==> src/rtl/mod_n_counter_pkg.sv <==
// Shared clock-datapath definitions for the digit counters.
// Direction encodings and width helper.
package clock_pkg;

  localparam logic DIR_UP   = 1'b0;
  localparam logic DIR_DOWN = 1'b1;

  function automatic int clog2(input int n);
    int r;
    int v;
    r = 0;
    v = n - 1;
    while (v > 0) begin
      r++;
      v = v >> 1;
    end
    return r;
  endfunction

endpackage

==> src/rtl/mod_n_counter_if.sv <==
// Control/data bundle between a digit counter and its driver.
// Master drives controls; slave returns count and carry.
interface mod_n_counter_if #(
  parameter int WIDTH = 2
);
  logic             EN;
  logic             DIR;
  logic             incre;
  logic             decre;
  logic             load;
  logic [WIDTH-1:0] D;
  logic [WIDTH-1:0] Q;
  logic             CO;

  modport master (
    output EN, DIR, incre, decre, load, D,
    input  Q, CO
  );

  modport slave (
    input  EN, DIR, incre, decre, load, D,
    output Q, CO
  );
endinterface

==> src/rtl/mod_n_counter_key_pulse.sv <==
// Two-flop synchroniser plus rising-edge detector for set keys.
// One pulse per low-to-high transition of key.
module key_pulse (
  input  logic CP,
  input  logic reset,
  input  logic key,
  output logic pulse
);
  logic s1;
  logic s2;
  logic prev;

  always_ff @(posedge CP or negedge reset) begin
    if (!reset) begin
      s1   <= 1'b0;
      s2   <= 1'b0;
      prev <= 1'b0;
    end else begin
      s1   <= key;
      s2   <= s1;
      prev <= s2;
    end
  end

  assign pulse = s2 & ~prev;
endmodule

==> src/rtl/mod_n_counter.sv <==
// Modulo-N up/down digit counter with load, set keys and
// cascadable carry/borrow.
module mod_n_counter
  import clock_pkg::*;
#(
  parameter int MODULUS   = 3,
  parameter int WIDTH     = 2,
  parameter int INIT      = 0,
  parameter int SYNC_KEYS = 1
) (
  input  logic CP,
  input  logic reset,
  mod_n_counter_if.slave bus
);
  localparam int W1 = WIDTH + 1;
  localparam logic [WIDTH:0] MAXV = W1'(MODULUS - 1);
  localparam int INIT_I =
    (INIT >= MODULUS) ? MODULUS - 1 : INIT;
  localparam logic [WIDTH:0] INIT_V = W1'(INIT_I);

  logic up_p;
  logic dn_p;

  generate
    if (SYNC_KEYS != 0) begin : g_sync
      key_pulse u_up (
        .CP    (CP),
        .reset (reset),
        .key   (bus.incre),
        .pulse (up_p)
      );
      key_pulse u_dn (
        .CP    (CP),
        .reset (reset),
        .key   (bus.decre),
        .pulse (dn_p)
      );
    end else begin : g_raw
      assign up_p = bus.incre;
      assign dn_p = bus.decre;
    end
  endgenerate

  // One spare top bit so Q+1 at all-ones cannot alias to 0.
  logic [WIDTH:0] q;
  logic [WIDTH:0] nx;
  logic [WIDTH:0] dx;
  logic [WIDTH:0] inc;
  logic [WIDTH:0] dec;
  logic           step_any;
  logic           do_load;
  logic           do_step;
  logic           do_cnt;
  logic           term;

  assign dx  = {1'b0, bus.D};
  assign inc = (q == MAXV) ? '0 : q + W1'(1);
  assign dec = (q == '0) ? MAXV : q - W1'(1);

  assign step_any = up_p | dn_p;
  assign do_load  = bus.load;
  assign do_step  = ~bus.load & step_any;
  assign do_cnt   = ~bus.load & ~step_any & bus.EN;

  always_comb begin
    nx = q;
    unique case (1'b1)
      do_load: nx = (dx > MAXV) ? MAXV : dx;
      do_step: begin
        if (up_p & ~dn_p)
          nx = inc;
        else if (dn_p & ~up_p)
          nx = dec;
      end
      do_cnt:
        nx = (bus.DIR == DIR_DOWN) ? dec : inc;
      default: nx = q;
    endcase
  end

  always_ff @(posedge CP or negedge reset) begin
    if (!reset)
      q <= INIT_V;
    else
      q <= nx;
  end

  assign term = (bus.DIR == DIR_UP) ?
    (q == MAXV) : (q == '0);

  assign bus.Q  = q[WIDTH-1:0];
  assign bus.CO = reset & bus.EN & ~bus.load &
                  ~step_any & term;
endmodule
==> src/flat_wrapper.sv <==
// flat-port wrapper written by rule: the top's interface ports become plain ports
module mod_n_counter_flat import clock_pkg::*;
#(
  parameter int MODULUS   = 3,
  parameter int WIDTH     = 2,
  parameter int INIT      = 0,
  parameter int SYNC_KEYS = 1
)
  (CP, reset, bus_EN, bus_DIR, bus_incre, bus_decre, bus_load, bus_D, bus_Q, bus_CO);
  mod_n_counter_if #(.WIDTH(WIDTH)) bus_i ();
  input  logic CP;
  input  logic reset;
  input wire logic [$bits(bus_i.EN)-1:0] bus_EN;
  input wire logic [$bits(bus_i.DIR)-1:0] bus_DIR;
  input wire logic [$bits(bus_i.incre)-1:0] bus_incre;
  input wire logic [$bits(bus_i.decre)-1:0] bus_decre;
  input wire logic [$bits(bus_i.load)-1:0] bus_load;
  input wire logic [$bits(bus_i.D)-1:0] bus_D;
  output wire logic [$bits(bus_i.Q)-1:0] bus_Q;
  output wire logic [$bits(bus_i.CO)-1:0] bus_CO;
  assign bus_i.EN = bus_EN;
  assign bus_i.DIR = bus_DIR;
  assign bus_i.incre = bus_incre;
  assign bus_i.decre = bus_decre;
  assign bus_i.load = bus_load;
  assign bus_i.D = bus_D;
  assign bus_Q = bus_i.Q;
  assign bus_CO = bus_i.CO;
  mod_n_counter #(.MODULUS(MODULUS), .WIDTH(WIDTH), .INIT(INIT), .SYNC_KEYS(SYNC_KEYS)) u_core (.CP(CP), .reset(reset), .bus(bus_i));
endmodule
==> config.mk <==
export PLATFORM = sky130hd
export DESIGN_NAME = mod_n_counter_flat
export DESIGN_NICKNAME = d
export VERILOG_FILES = /design/src/rtl/mod_n_counter_pkg.sv /design/src/rtl/mod_n_counter_if.sv /design/src/rtl/mod_n_counter_key_pulse.sv /design/src/rtl/mod_n_counter.sv /design/src/flat_wrapper.sv
export SDC_FILE = /design/constraint.sdc
export NUM_CORES = 1
export LEC_CHECK = 0
export CORE_AREA = 5 5 42 44
export DETAILED_ROUTE_END_ITERATION = 6
export DIE_AREA = 0 0 47 49
export GPL_TIMING_DRIVEN = 0
export MAX_ROUTING_LAYER = met4
export PLACE_DENSITY_LB_ADDON = 0.05
export SYNTH_ARGS = -nofsm -noshare
export SYNTH_HDL_FRONTEND = slang
export SYNTH_SLANG_ARGS = --single-unit
==> constraint.sdc <==
create_clock -name CP -period 3.19 [get_ports CP]
set_clock_uncertainty 0.1 [all_clocks]
set_input_delay 0.638 -clock CP [delete_from_list [all_inputs] [get_ports CP]]
set_output_delay 0.638 -clock CP [all_outputs]
set_load 0.005 [all_outputs]
==> flow_summary_export.csv <==
group,metric,value,unit
global_routing,overflow,0,
global_routing,grt_max_degree,11,
die,die_y,49,µm
synth,synthCells,57,
final_layout,syn_to_final_growth,26.8,%
routing,drtIter0Drc,1,
routing,dr.pass1.iters,2,
die,start_util,0.416,
timing,finalCritPeriodShare,0.885,
run,max-cap-violations,0,
synth,syn_area,583,µm²
placed_design,place.gp.congestion,0.776,
power,ir_worst_vdd,215,µV
die,fp-row-count,14,
setup_path,crit_type,"primary input to output port",
final_layout,stdcell_area,739,µm²
final_layout,drive_above_1_share,0.139,
final_layout,n_fill_cell,131,
timing,fmax,0.354,GHz
synth,synth_cell_types,26,
routing,wl_met2,447,µm
placed_design,numPortBuffers,11,
clock_network,cts_buffers,3,
synth,ys_seq_elements,9,
timing,rsz0062_at_grt,"no",
final_layout,layout.nets,89,
timing,hold_violations,0,
setup_path,crit_path_end_kind,"output port",
clock_network,tritoncts,"done",
clock_network,clk_pin_slew_worst_paths,0.06,ns
timing,finalSetupViolCount,0,
setup_path,critical_path_arrival,2.08,ns
timing,worstMarginPinSlew,0.430,ns
power,p_leak,0.000333,µW
clock_network,cts.sinks,9,
global_routing,track_usage,0.110,
die,die_w,47,µm
die,coreArea,1400,µm²
setup_path,cp_common_cell,"clkdlybuf4s50_1",
global_routing,grt_pass1_vias,443,
clock_network,cts_hold_buffers,0,
clock_network,htreeDepth,1,
routing,post_drt_wl_per_cell,11.8,µm
global_routing,grt_pass1_wl,1.83,mm
placed_design,dpl.hpwl,841,µm
placed_design,dpl-instance-area,713,µm²
clock_network,clock_latency,0.25,ns
routing,num_vias,453,
setup_path,critical-path-max-stage-delay,0.73,ns
routing,top_layer,"met3",
setup_path,cp_max_fo,10,
timing,slew_headroom,0.712,
routing,drc,0,
die,dieArea,2300,µm²
clock_network,post_cts_buffers,0,
die,io-pin-count,12,
synth,syn_area_per_cell,10.2,µm²
clock_network,cts_buffer_depth,2,
routing,post_drt_via_cell_ratio,5.15,
global_routing,antenna_found_initial,0,
synth,synth_nets,73,
synth,yosys_warnings,0,
timing,finalCriticalPeriod,2.82,ns
power,power_density,450,nW/µm²
clock_network,cts_root_buf,"clkbuf_4",
timing,tns,0,ns
timing,drv_slew,0,
routing,met1_length,541,µm
clock_network,post_cts_resized,0,
routing,wl_met3,54,µm
status,outcome,"completed",
setup_path,cp-start-kind,"primary input",
setup_path,cp.required,2.45,ns
routing,drt_wl_total,1.04,mm
hold_path,min_path_type,"flip-flop to flip-flop",
setup_path,worstPathCellList,"clkdlybuf4s50_1, and3_1, clkdlybuf4s50_1",
final_layout,n_antenna_cell,0,
synth,ys_seq_area_frac,0.386,
setup_path,slowest_stage,"clkdlybuf4s50_1",
routing,ant_nets,0,
-- critical path, delay by kind of cell --
family | cells | cell delay, ns
buf+inv | 2 | 1.22
simple gates | 1 | 0.22
-- metrics by stage --
stage / instances / utilization / setup slack (ns) / hold WS (ns) / power, µW
detailed placement: 84 / 0.509 / 0.323 / 0.236 / 252
global placement: 84 / 0.509 / 0.331 / 0.232 / 252
global route: 88 / 0.528 / 0.217 / 0.273 / 362
finish: 88 / 0.528 / 0.367 / 0.249 / 332
floorplan: 57 / - / 1.38 / 0.231 / 211
CTS: 88 / 0.528 / 0.323 / 0.252 / 338
-- state kept, by name, summed over array words and instances (netlist names) --
signal                   cells
u_core.q                     3
u_core.g_sync.u_dn.prev      1
u_core.g_sync.u_dn.s1        1
u_core.g_sync.u_dn.s2        1
u_core.g_sync.u_up.prev      1
u_core.g_sync.u_up.s1        1
u_core.g_sync.u_up.s2        1
-- Yosys cell counts --
| cell | n | area share |
|---|---|---|
| a22oi_1 | 2 | 0.026 |
| o31ai_1 | 1 | 0.013 |
| and2b_1 | 1 | 0.013 |
| and3_1 | 1 | 0.011 |
| nor2_1 | 3 | 0.019 |
| dfrtp_1 | 9 | 0.39 |
| a21oi_1 | 1 | 0.0086 |
| nand2_1 | 3 | 0.019 |
| nand2b_1 | 5 | 0.054 |
| buf_4 | 2 | 0.026 |
| inv_1 | 3 | 0.019 |
| nor2b_2 | 1 | 0.015 |
| o211ai_1 | 1 | 0.013 |
| or4_1 | 1 | 0.013 |
| nor2_2 | 1 | 0.011 |
| o31a_2 | 1 | 0.017 |
| a211oi_2 | 1 | 0.021 |
| o21ai_0 | 1 | 0.0086 |
| o21ai_1 | 1 | 0.0086 |
| a21bo_2 | 1 | 0.017 |
| a221oi_1 | 1 | 0.015 |
| nand3_1 | 3 | 0.026 |
| and2_1 | 1 | 0.011 |
| mux2i_1 | 4 | 0.069 |
| ha_1 | 7 | 0.15 |
| o22ai_1 | 1 | 0.011 |
-- kinds of logic after synthesis --
logic type,count (synthesis),share of synthesized area
and+or+nand+nor,20,0.191
AOI/OAI and AO/OA,12,0.159
DFF,9,0.386
adders and majority gates,7,0.150
buffers and inverters,5,0.0451
muxes,4,0.0687
-- layout by cell type, fill, tap and decap left out, types with 2 or more instances in the layout --
master and instances:
a22oi_1 2, buf_4 2, clkbuf_4 3, clkdlybuf4s50_1 11, dfrtp_1 9, ha_1 7
inv_1 3, mux2i_1 4, nand2_1 3, nand2b_1 5, nand3_1 3, nor2_1 3
-- layout make-up --
| type | instances | area (µm²) | area share |
|---|---|---|---|
| Clock buffer | 4 | 26.3 | 0.0355 |
| Inverter | 3 | 11.3 | 0.0152 |
| Sequential cell | 9 | 225 | 0.305 |
| Tap cell | 16 | 20.0 | 0.0271 |
| Buffer | 2 | 15.0 | 0.0203 |
| Timing Repair Buffer | 11 | 110 | 0.149 |
| Multi-Input combinational cell | 43 | 332 | 0.448 |
-- layer usage --
metal	global-route usage	vias up
li1	-	234
met1	0.151	209
met2	0.149	10
met3	0.0332	0
met4	0.0415	0
met5	-	-
-- power breakdown --
group          total, µW  internal [µW]  switching [µW]
logic                113           60.4            52.7
registers            137            125            11.8
clock network       82.5           47.9            34.6
-- path summary, 6_finish.rpt --
kind / slack (ns) / end / start / cells past startpoint
hold / removal: 0.25 / u_core.g_sync.u_up.s2 / u_core.g_sync.u_up.s1 / 0
hold reg to reg: 0.25 / u_core.g_sync.u_up.s2 / u_core.g_sync.u_up.s1 / 0
min in group asynchronous: 0.59 / u_core.q[2] / reset / 1
setup / recovery: 0.37 / bus_CO / reset / 3
setup reg to reg: 1.35 / u_core.q[2] / u_core.g_sync.u_up.prev / 7
max in group asynchronous: 2.10 / u_core.g_sync.u_dn.s2 / reset / 1
Power figures use the tool's default switching activity.
